==> src/rtl/clock_divider_prog.sv <==
// Runtime-programmable integer clock divider: divided clock, period-start tick and active ratio.
// Optional CLOCK_DIVIDER_PROG_DUTY_EN adds a programmable high-phase length (duty_hi).
module clock_divider_prog #(
    parameter int unsigned CNT_W       = 16,
    parameter int unsigned DEFAULT_DIV = 4
) (
    input  logic             clock_in,
    input  logic             aresetn,
    input  logic             enable,
    input  logic [CNT_W-1:0] div_ratio,
`ifdef CLOCK_DIVIDER_PROG_DUTY_EN
    input  logic [CNT_W-1:0] duty_hi,
`endif
    output logic             clock_out,
    output logic             tick,
    output logic [CNT_W-1:0] cur_ratio
);

    localparam logic [CNT_W-1:0] RST_RATIO = CNT_W'(DEFAULT_DIV);
    localparam logic [CNT_W-1:0] RST_HI    = CNT_W'(DEFAULT_DIV >> 1);
    localparam logic [CNT_W-1:0] RST_CNT   = CNT_W'(DEFAULT_DIV - 1);
    localparam logic [CNT_W-1:0] MIN_RATIO = CNT_W'(2);
    localparam logic [CNT_W-1:0] ONE       = CNT_W'(1);

    logic [CNT_W-1:0] cnt_q,    cnt_d;
    logic [CNT_W-1:0] n_act_q,  n_act_d;
    logic [CNT_W-1:0] hi_len_q, hi_len_d;
    logic             clock_out_q, clock_out_d;
    logic             tick_q,      tick_d;

    logic [CNT_W-1:0] req_ratio_c;
    logic [CNT_W-1:0] req_hi_c;
    logic [CNT_W-1:0] cnt_inc_c;
    logic             terminal_c;

    // Ratios below 2 cannot form a period with both phases, so they are lifted to 2.
    assign req_ratio_c = (div_ratio < MIN_RATIO) ? MIN_RATIO : div_ratio;

`ifdef CLOCK_DIVIDER_PROG_DUTY_EN
    // Keep at least one high and one low cycle per period.
    always_comb begin
        req_hi_c = duty_hi;
        if (duty_hi == '0) begin
            req_hi_c = ONE;
        end else if (duty_hi > (req_ratio_c - ONE)) begin
            req_hi_c = req_ratio_c - ONE;
        end
    end
`else
    assign req_hi_c = req_ratio_c >> 1;
`endif

    assign cnt_inc_c  = cnt_q + ONE;
    assign terminal_c = (cnt_q == (n_act_q - ONE));

    // Period counter; new ratio is only taken on the terminal edge.
    always_comb begin
        cnt_d       = cnt_q;
        n_act_d     = n_act_q;
        hi_len_d    = hi_len_q;
        clock_out_d = 1'b0;
        tick_d      = 1'b0;
        if (!enable) begin
            cnt_d = n_act_q - ONE;
        end else if (terminal_c) begin
            n_act_d     = req_ratio_c;
            hi_len_d    = req_hi_c;
            cnt_d       = '0;
            clock_out_d = 1'b1;
            tick_d      = 1'b1;
        end else begin
            cnt_d       = cnt_inc_c;
            clock_out_d = (cnt_inc_c < hi_len_q);
        end
    end

    always_ff @(posedge clock_in) begin
        if (!aresetn) begin
            cnt_q       <= RST_CNT;
            n_act_q     <= RST_RATIO;
            hi_len_q    <= RST_HI;
            clock_out_q <= 1'b0;
            tick_q      <= 1'b0;
        end else begin
            cnt_q       <= cnt_d;
            n_act_q     <= n_act_d;
            hi_len_q    <= hi_len_d;
            clock_out_q <= clock_out_d;
            tick_q      <= tick_d;
        end
    end

    assign clock_out = clock_out_q;
    assign tick      = tick_q;
    assign cur_ratio = n_act_q;

endmodule

==> config.mk <==
export PLATFORM = sky130hd
export DESIGN_NAME = clock_divider_prog
export DESIGN_NICKNAME = d
export VERILOG_FILES = /design/src/rtl/clock_divider_prog.sv
export SDC_FILE = /design/constraint.sdc
export NUM_CORES = 1
export LEC_CHECK = 0
export BUFFER_PORTS_ARGS = -buffer_cell sky130_fd_sc_hd__buf_2
export CAP_MARGIN = 20
export CORE_MARGIN = 2
export CORE_UTILIZATION = 40
export DETAILED_ROUTE_END_ITERATION = 8
export PLACE_DENSITY = 0.69
export SYNTH_ARGS = -nofsm -noshare
export SYNTH_HDL_FRONTEND = slang
export SYNTH_SLANG_ARGS = --single-unit
==> constraint.sdc <==
create_clock -name clock_in -period 3.8 [get_ports clock_in]
set_input_delay 0.38 -clock clock_in [delete_from_list [all_inputs] [get_ports clock_in]]
set_output_delay 0.38 -clock clock_in [all_outputs]
set_load 0.01 [all_outputs]
; Word-level counts from Yosys, hierarchy flattened
; Index checks and enable logic that the tools add are counted.
; Widths: inputs -> output; s select.
[classes]
add_sub_neg = 2
n_lt_le_gt_ge = 2
eq_ne = 1
mux = 5
n_reduce_logical = 2
[ops]
columns = op, n
row1 = $mux 16, 3
row2 = $add 16x1->16 const B, 1
row3 = $eq 16x16->1, 1
row4 = $lt 16x15->1, 1
row5 = $lt 16x2->1 const B, 1
row6 = $sub 16x1->16 const B, 1
row7 = $reduce_and 2->1, 2
row8 = $mux 1, 2
[totals]
regBits = 49
out_inout_bits = 18

; Longest topological paths before layout
; Gate-level depths: netlist (run 1).
[logic_depth]
depth_word = 4
depth_mapped = 13

; Worst setup path before layout (run 1)
; Ideal clock, no wire load.
[synth_path]
path_kind = register -> register
start = reg n_act_q[0], in the netlist cur_ratio[0]
end = reg cnt_q[10]
setup_time_ns = 0.134
arrival_ns = 2.340
slack_ns = 1.326
path_stages_with_launch = 12
synth_period_minus_slack_ns = 2.474
path_cell_list = dfxtp_1 > inv_1 > ha_1 > clkbuf_1 > xnor2_1 > xor2_1 > o2111ai_1 > a2111oi_4 > nand4_2 > nor2_2 > buf_4 > o22ai_1
[synth_between]
elab_chain_len = 4
[synth_rtl]
columns = element, line_no
row1 = start: declaration, 26  ; logic [CNT_W-1:0] n_act_q, n_act_d;
row2 = start signal: assignment, 86  ; n_act_q <= n_act_d;
row3 = $sub 16x1->16 *, "54, 64"
row4 = $eq 16x16->1, 54  ; assign terminal_c = (cnt_q == (n_act_q - ONE));
row5 = $mux 16, 65  ; end else if (terminal_c) begin
row6 = $mux 16 *, 63  ; if (!enable) begin
row7 = end signal: assignment, 85  ; cnt_q <= cnt_d;
row8 = end: declaration, 25  ; logic [CNT_W-1:0] cnt_q, cnt_d;
; Every way passes the cells marked *; elsewhere a longest branch is shown, timed or not.
; A chain may end at the register's enable or synchronous reset.

; Worst setup path after layout (run 1)
[layout_path]
start = reg n_act_q[2], in the netlist cur_ratio[2]
end = reg cnt_q[1]
[layout_between]
elab_chain_len = 4
[layout_rtl]
columns = element, line_no
row1 = $sub 16x1->16, 54
row2 = $eq 16x16->1, 54
row3 = $mux 16, 65
row4 = $mux 16, 63
; No other way between the ends.

==> results of run 1 <==
cells in the final DEF (no fill, tap or decap), types with 4 or more instances in the layout:
master,count
nand2_1,17
xnor2_1,28
nor3_1,5
o22ai_1,14
a21oi_1,21
o211ai_1,4
xor2_1,12
nor2_1,10
o21ai_1,11
dfxtp_1,34
nand3_1,40
inv_1,21
clkbuf_8,5
ha_1,16
and3_1,7
buf_2,36
nand4_1,8
o21ai_0,5
final cells by class:
class	count	area share, %
repair buffers	37	6.513
multi-input cells	248	61.14
flip-flops and latches	34	23.62
well taps	77	3.343
inverters	21	2.736
clock buffers	7	2.649
cell families after synthesis:
family          after synthesis  share of synthesized area [%]
simple gates                115                          24.92
fa+ha+maj                    16                          7.608
buf+inv                      42                          7.180
mux                           1                         0.3804
flops                        34                          25.87
xor+xnor                     42                          15.03
compound gates               74                          19.02
worst register-to-register path: cells and delay by family (launching register included):
kind / cells / cell delay (ns)
simple gates: 5 / 1.74
flops: 1 / 0.39
compound gates: 2 / 0.57
buf+inv: 1 / 0.22
through the flow:
step,hold WS [ns],area [sq um],std cells,setup slack [ns]
final,0.3518,2882,424,0.7370
after detailed placement,0.5181,2805,417,0.7394
after global placement,0.5233,2805,417,0.8219
after CTS,0.3515,2882,424,0.7326
after floorplan,0.5195,2631,324,1.326
after global routing,0.3548,2882,424,0.5285
state kept, by name, summed over array words and instances, names as in the netlist:
name	count
cur_ratio	16
tick	1
clock_out	1
cnt_q	16
path summary, 6_finish.rpt:
path                 start             to  slack (ns)
min reg2reg  cur_ratio[14]  cur_ratio[14]        0.53
max           cur_ratio[2]       cnt_q[1]        0.74
min           div_ratio[0]   cur_ratio[0]        0.35
max reg2reg   cur_ratio[2]       cnt_q[1]        0.74
metal layers:
metal / global-route usage [%] / wire, um / vias to the layer above
met1: 26.03 / 3176 / 1159
li1: - / - / 1224
met2: 31.32 / 3103 / 84
met4: 5.772 / 90 / 0
met5: 0 / 0 / -
met3: 2.432 / 392 / 9
==> reports/qor.yml, run 1 <==
clock_sinks: 34
antenna_found_initial: 0
reg2reg_depth: 8
viasPerCell: 5.840
max_freq_mhz: 326.5
dieArea_sq_um: 7243
diodes: 0
layout.nets: 382
path_cells: "nor4_4 -> and3_1 -> nand2_1 -> a2111oi_4 -> nand4_2 -> buf_4 -> nor2_2 -> o221ai_1"
cap_viol_max_count: 0
arrival_ns: 3.21
period_minus_slack_ns: 3.063
yosys_warnings: 0
start_util_pct: 41.44
fin_worst_skew_ns: 0.006353
yosys.cell_count.top_type: "nand3_1"
slew_violations: 0
synth.distinct_cells: 54
async_reset_ff_share_pct: 0
syn_area_sq_um: 2631
setup_tns_ns: 0
cp.depth: 8
clkTransAtPathRegs_ns: 0.07
cp-end-kind: "flop"
core-area_sq_um: 6350
rows: 29
multiInputGateArea_sq_um: 1762
grt_pass1_vias: 2265
path_delay_family: "simple AND/OR/NAND/NOR gates"
period_share_pct: 80.61
cp_max_fo: 17
routabilityCongestion: 0.9280
grt_start_max_net_pins: 19
syn-instance-count: 324
grt_pass1_wl_mm: 11.04
crit_path_max_incr_delay_ns: 0.55
drive_above_1_share_pct: 15.56
yosys.area.top_type: "dfxtp_1"
clockRootBuffer: "clkbuf_8"
dieHeight_um: 85.11
maxSlewHeadroom_pct: 58.85
avgSynthCellArea_sq_um: 8.121
yosysTopAreaCellShare_pct: 25.87
synth_common_cells: "nand3_1 (40), dfxtp_1 (34), xnor2_1 (28)"
num_vias: 2476
dp_hpwl_mm: 5.261
setup.worst_path.start_class: "flop"
synthTopCellsByArea: "dfxtp_1 (26%), xnor2_1 (9.3%), ha_1 (7.6%), nand3_1 (7.6%), a21oi_1 (4.0%)"
route.final.wire_length_mm: 6.763
synth_flop_cell: "dfxtp_1"
fill_cells: 629
cts_tree: "yes"
rsz0062_at_grt: "false"
regArea_sq_um: 680.7
post_cts_buffers: 0
grt_overflow: 0
crit_type: "reg -> reg"
critPathSlowestCell: "nor4_4"
clock_latency_ns: 0.29
post_drt_wl_per_cell_um: 15.95
utilization_pct: 45.38
clockBufferDepth: 2
hold_viol: 0
num_io_pins: 37
setup_violations: 0
grt_usage_pct: 19.04
tightest_slew_ns: 0.6154
ant_nets: 0
required_ns: 3.94
area.growth.synth_to_final_pct: 9.510
yosysSeqAreaShare_pct: 25.87
die_w_um: 85.11
drt-pass1-iter-count: 4
timing.critical_path.buf_inv: 1
htreeDepth: 2
worstHoldPathCells: 3
drc: 0
cts_made_buffers: 5
ys_ff_latch: 34
port_buffers: 36
syn_nets: 359
synth_edf_count: 0
cts_resized: 0
hp-class: "in -> reg"
status: "complete, no violations"
dr.first_iter.drc_count: 135
ctsHoldBuffers: 0
Power of run 1 is not shown: default switching activity piles up to over one toggle a cycle in this logic, so the estimate is an artifact.
==> inputs of run 2 (changes only) <==
Settings changed: PLACE_DENSITY 0.69 to 0.71.
Clock period 3.8 ns to 2.5 ns, I/O delays scaled along.
==> reports/qor.yml, run 2 (synthesis gave the netlist of run 1 again) <==
final_cell_mix: "nand3_1 (39), buf_4 (37), buf_2 (36)"
start_util_pct: 41.44
drc: 0
htreeDepth: 2
dp_cells: 449
route.final.wire_length_mm: 7.547
core-area_sq_um: 6350
hold_viol: 0
num_io_pins: 37
clock_sinks: 34
worstReg2RegEnd: "cur_ratio[10]"
dp_hpwl_mm: 5.681
arrival_ns: 2.58
setup.worst_path.start_class: "flop"
grt_overflow: 0
status: "complete, no violations"
dieArea_sq_um: 7243
clockBufferDepth: 2
r2r_start: "cur_ratio[2]"
regToRegSetupSlack_ns: 0.13
layout.nets: 421
routabilityCongestion: 0.9217
cts_made_buffers: 5
post_drt_wl_per_cell_um: 16.27
required_ns: 2.71
maxSlewHeadroom_pct: 61.08
antenna_found_initial: 0
fin_worst_skew_ns: 0.006779
final_common_cell: "nand3_1"
diodes: 0
grt_pass1_vias: 2601
period_minus_slack_ns: 2.368
grt_pass1_wl_mm: 12.12
rows: 29
grt_usage_pct: 20.97
num_vias: 2654
fin_cells: 464
setup_violations: 0
worst_hold_startpoint: "div_ratio[0]"
preCtsSetupSlack_ns: -0.01569
clockRootBuffer: "clkbuf_8"
clock_latency_ns: 0.29
die_w_um: 85.11
drive_above_1_share_pct: 30.23
clkTransAtPathRegs_ns: 0.07
cap_viol_max_count: 0
area.growth.synth_to_final_pct: 26.96
dr.first_iter.drc_count: 176
reg2reg_depth: 9
cp_max_fo: 10
min_to: "cur_ratio[0]"
worst_slack_ns: 0.1321
grt_start_max_net_pins: 17
dieHeight_um: 85.11
port_buffers: 36
period_share_pct: 94.72
crit_type: "reg -> reg"
worstHoldPathCells: 3
drt-pass1-iter-count: 5
tightest_slew_ns: 0.5823
cp-end-kind: "flop"
cts_tree: "yes"
hp-class: "in -> reg"
slew_violations: 0
viasPerCell: 5.720
ant_nets: 0
ctsHoldBuffers: 0
max_freq_mhz: 422.3
run 2: cell count changes in the layout (fill, tap and decap cells not counted), sizes merged:
cell	before	now
buf	37	76
clkinv	0	1
run 2: how the worst max path moves through the flow:
stage | startpoint | to | slack [ns] | cells past startpoint
2_1_floorplan | cur_ratio[0] | cnt_q[10] | 0.03 | 11
3_3_place_gp | cnt_q[1] | clock_out | -0.007 | 13
3_5_place_dp | cnt_q[1] | clock_out | -0.02 | 13
4_1_cts | cur_ratio[0] | cur_ratio[1] | 0.005 | 10
5_1_grt | cur_ratio[0] | cur_ratio[1] | -0.004 | 11
6_report | cur_ratio[2] | cur_ratio[10] | 0.13 | 9
run 2: what timing repair did:
action	4_1_cts	5_1_grt
resized for setup	2	26
endpoints found under the hold margin	0	0
pin swaps	0	6
buffers inserted	0	7
gates cloned	0	0
endpoints found under the setup margin	1	29
run 2: critical path, cell delays in order, from the launching register on:
cell	delay, ns
dfxtp_1	0.33
buf_4	0.17
or4_1	0.54
nor3b_2	0.19
o32ai_1	0.11
o21ai_1	0.24
and4_4	0.29
buf_4	0.16
nand3_1	0.10
a21oi_1	0.16
run 2: per-stage QoR:
| step | area [sq um] | TNS [ns] | hold WS (ns) | utilization, % |
|---|---|---|---|---|
| CTS | 3178 | 0 | 0.2072 | 50.05 |
| finish | 3341 | 0 | 0.2077 | 52.61 |
| global route | 3341 | -0.006703 | 0.2168 | 52.61 |
| floorplan | 2631 | 0 | 0.3969 | - |
| global placement | 3083 | -0.006784 | 0.5055 | 48.55 |
| detailed placement | 3083 | -0.01569 | 0.5211 | 48.55 |
run 2: metal layers:
metal	global-route usage [%]	part of all wire [%]
met2	33.81	47
met5	0	0
met4	9.380	2.2
met3	3.599	6.7
met1	27.46	44
run 2: cell type report:
cell class,count,area (sq um)
Tap cell,77,96.34
Sequential cell,34,685.7
Clock buffer,7,86.33
Timing Repair Buffer,76,518.0
Inverter,21,78.83
Clock inverter,1,5.005
Fill cell,578,3009
Multi-Input combinational cell,248,1871
Power of run 2 is left out for the same reason.
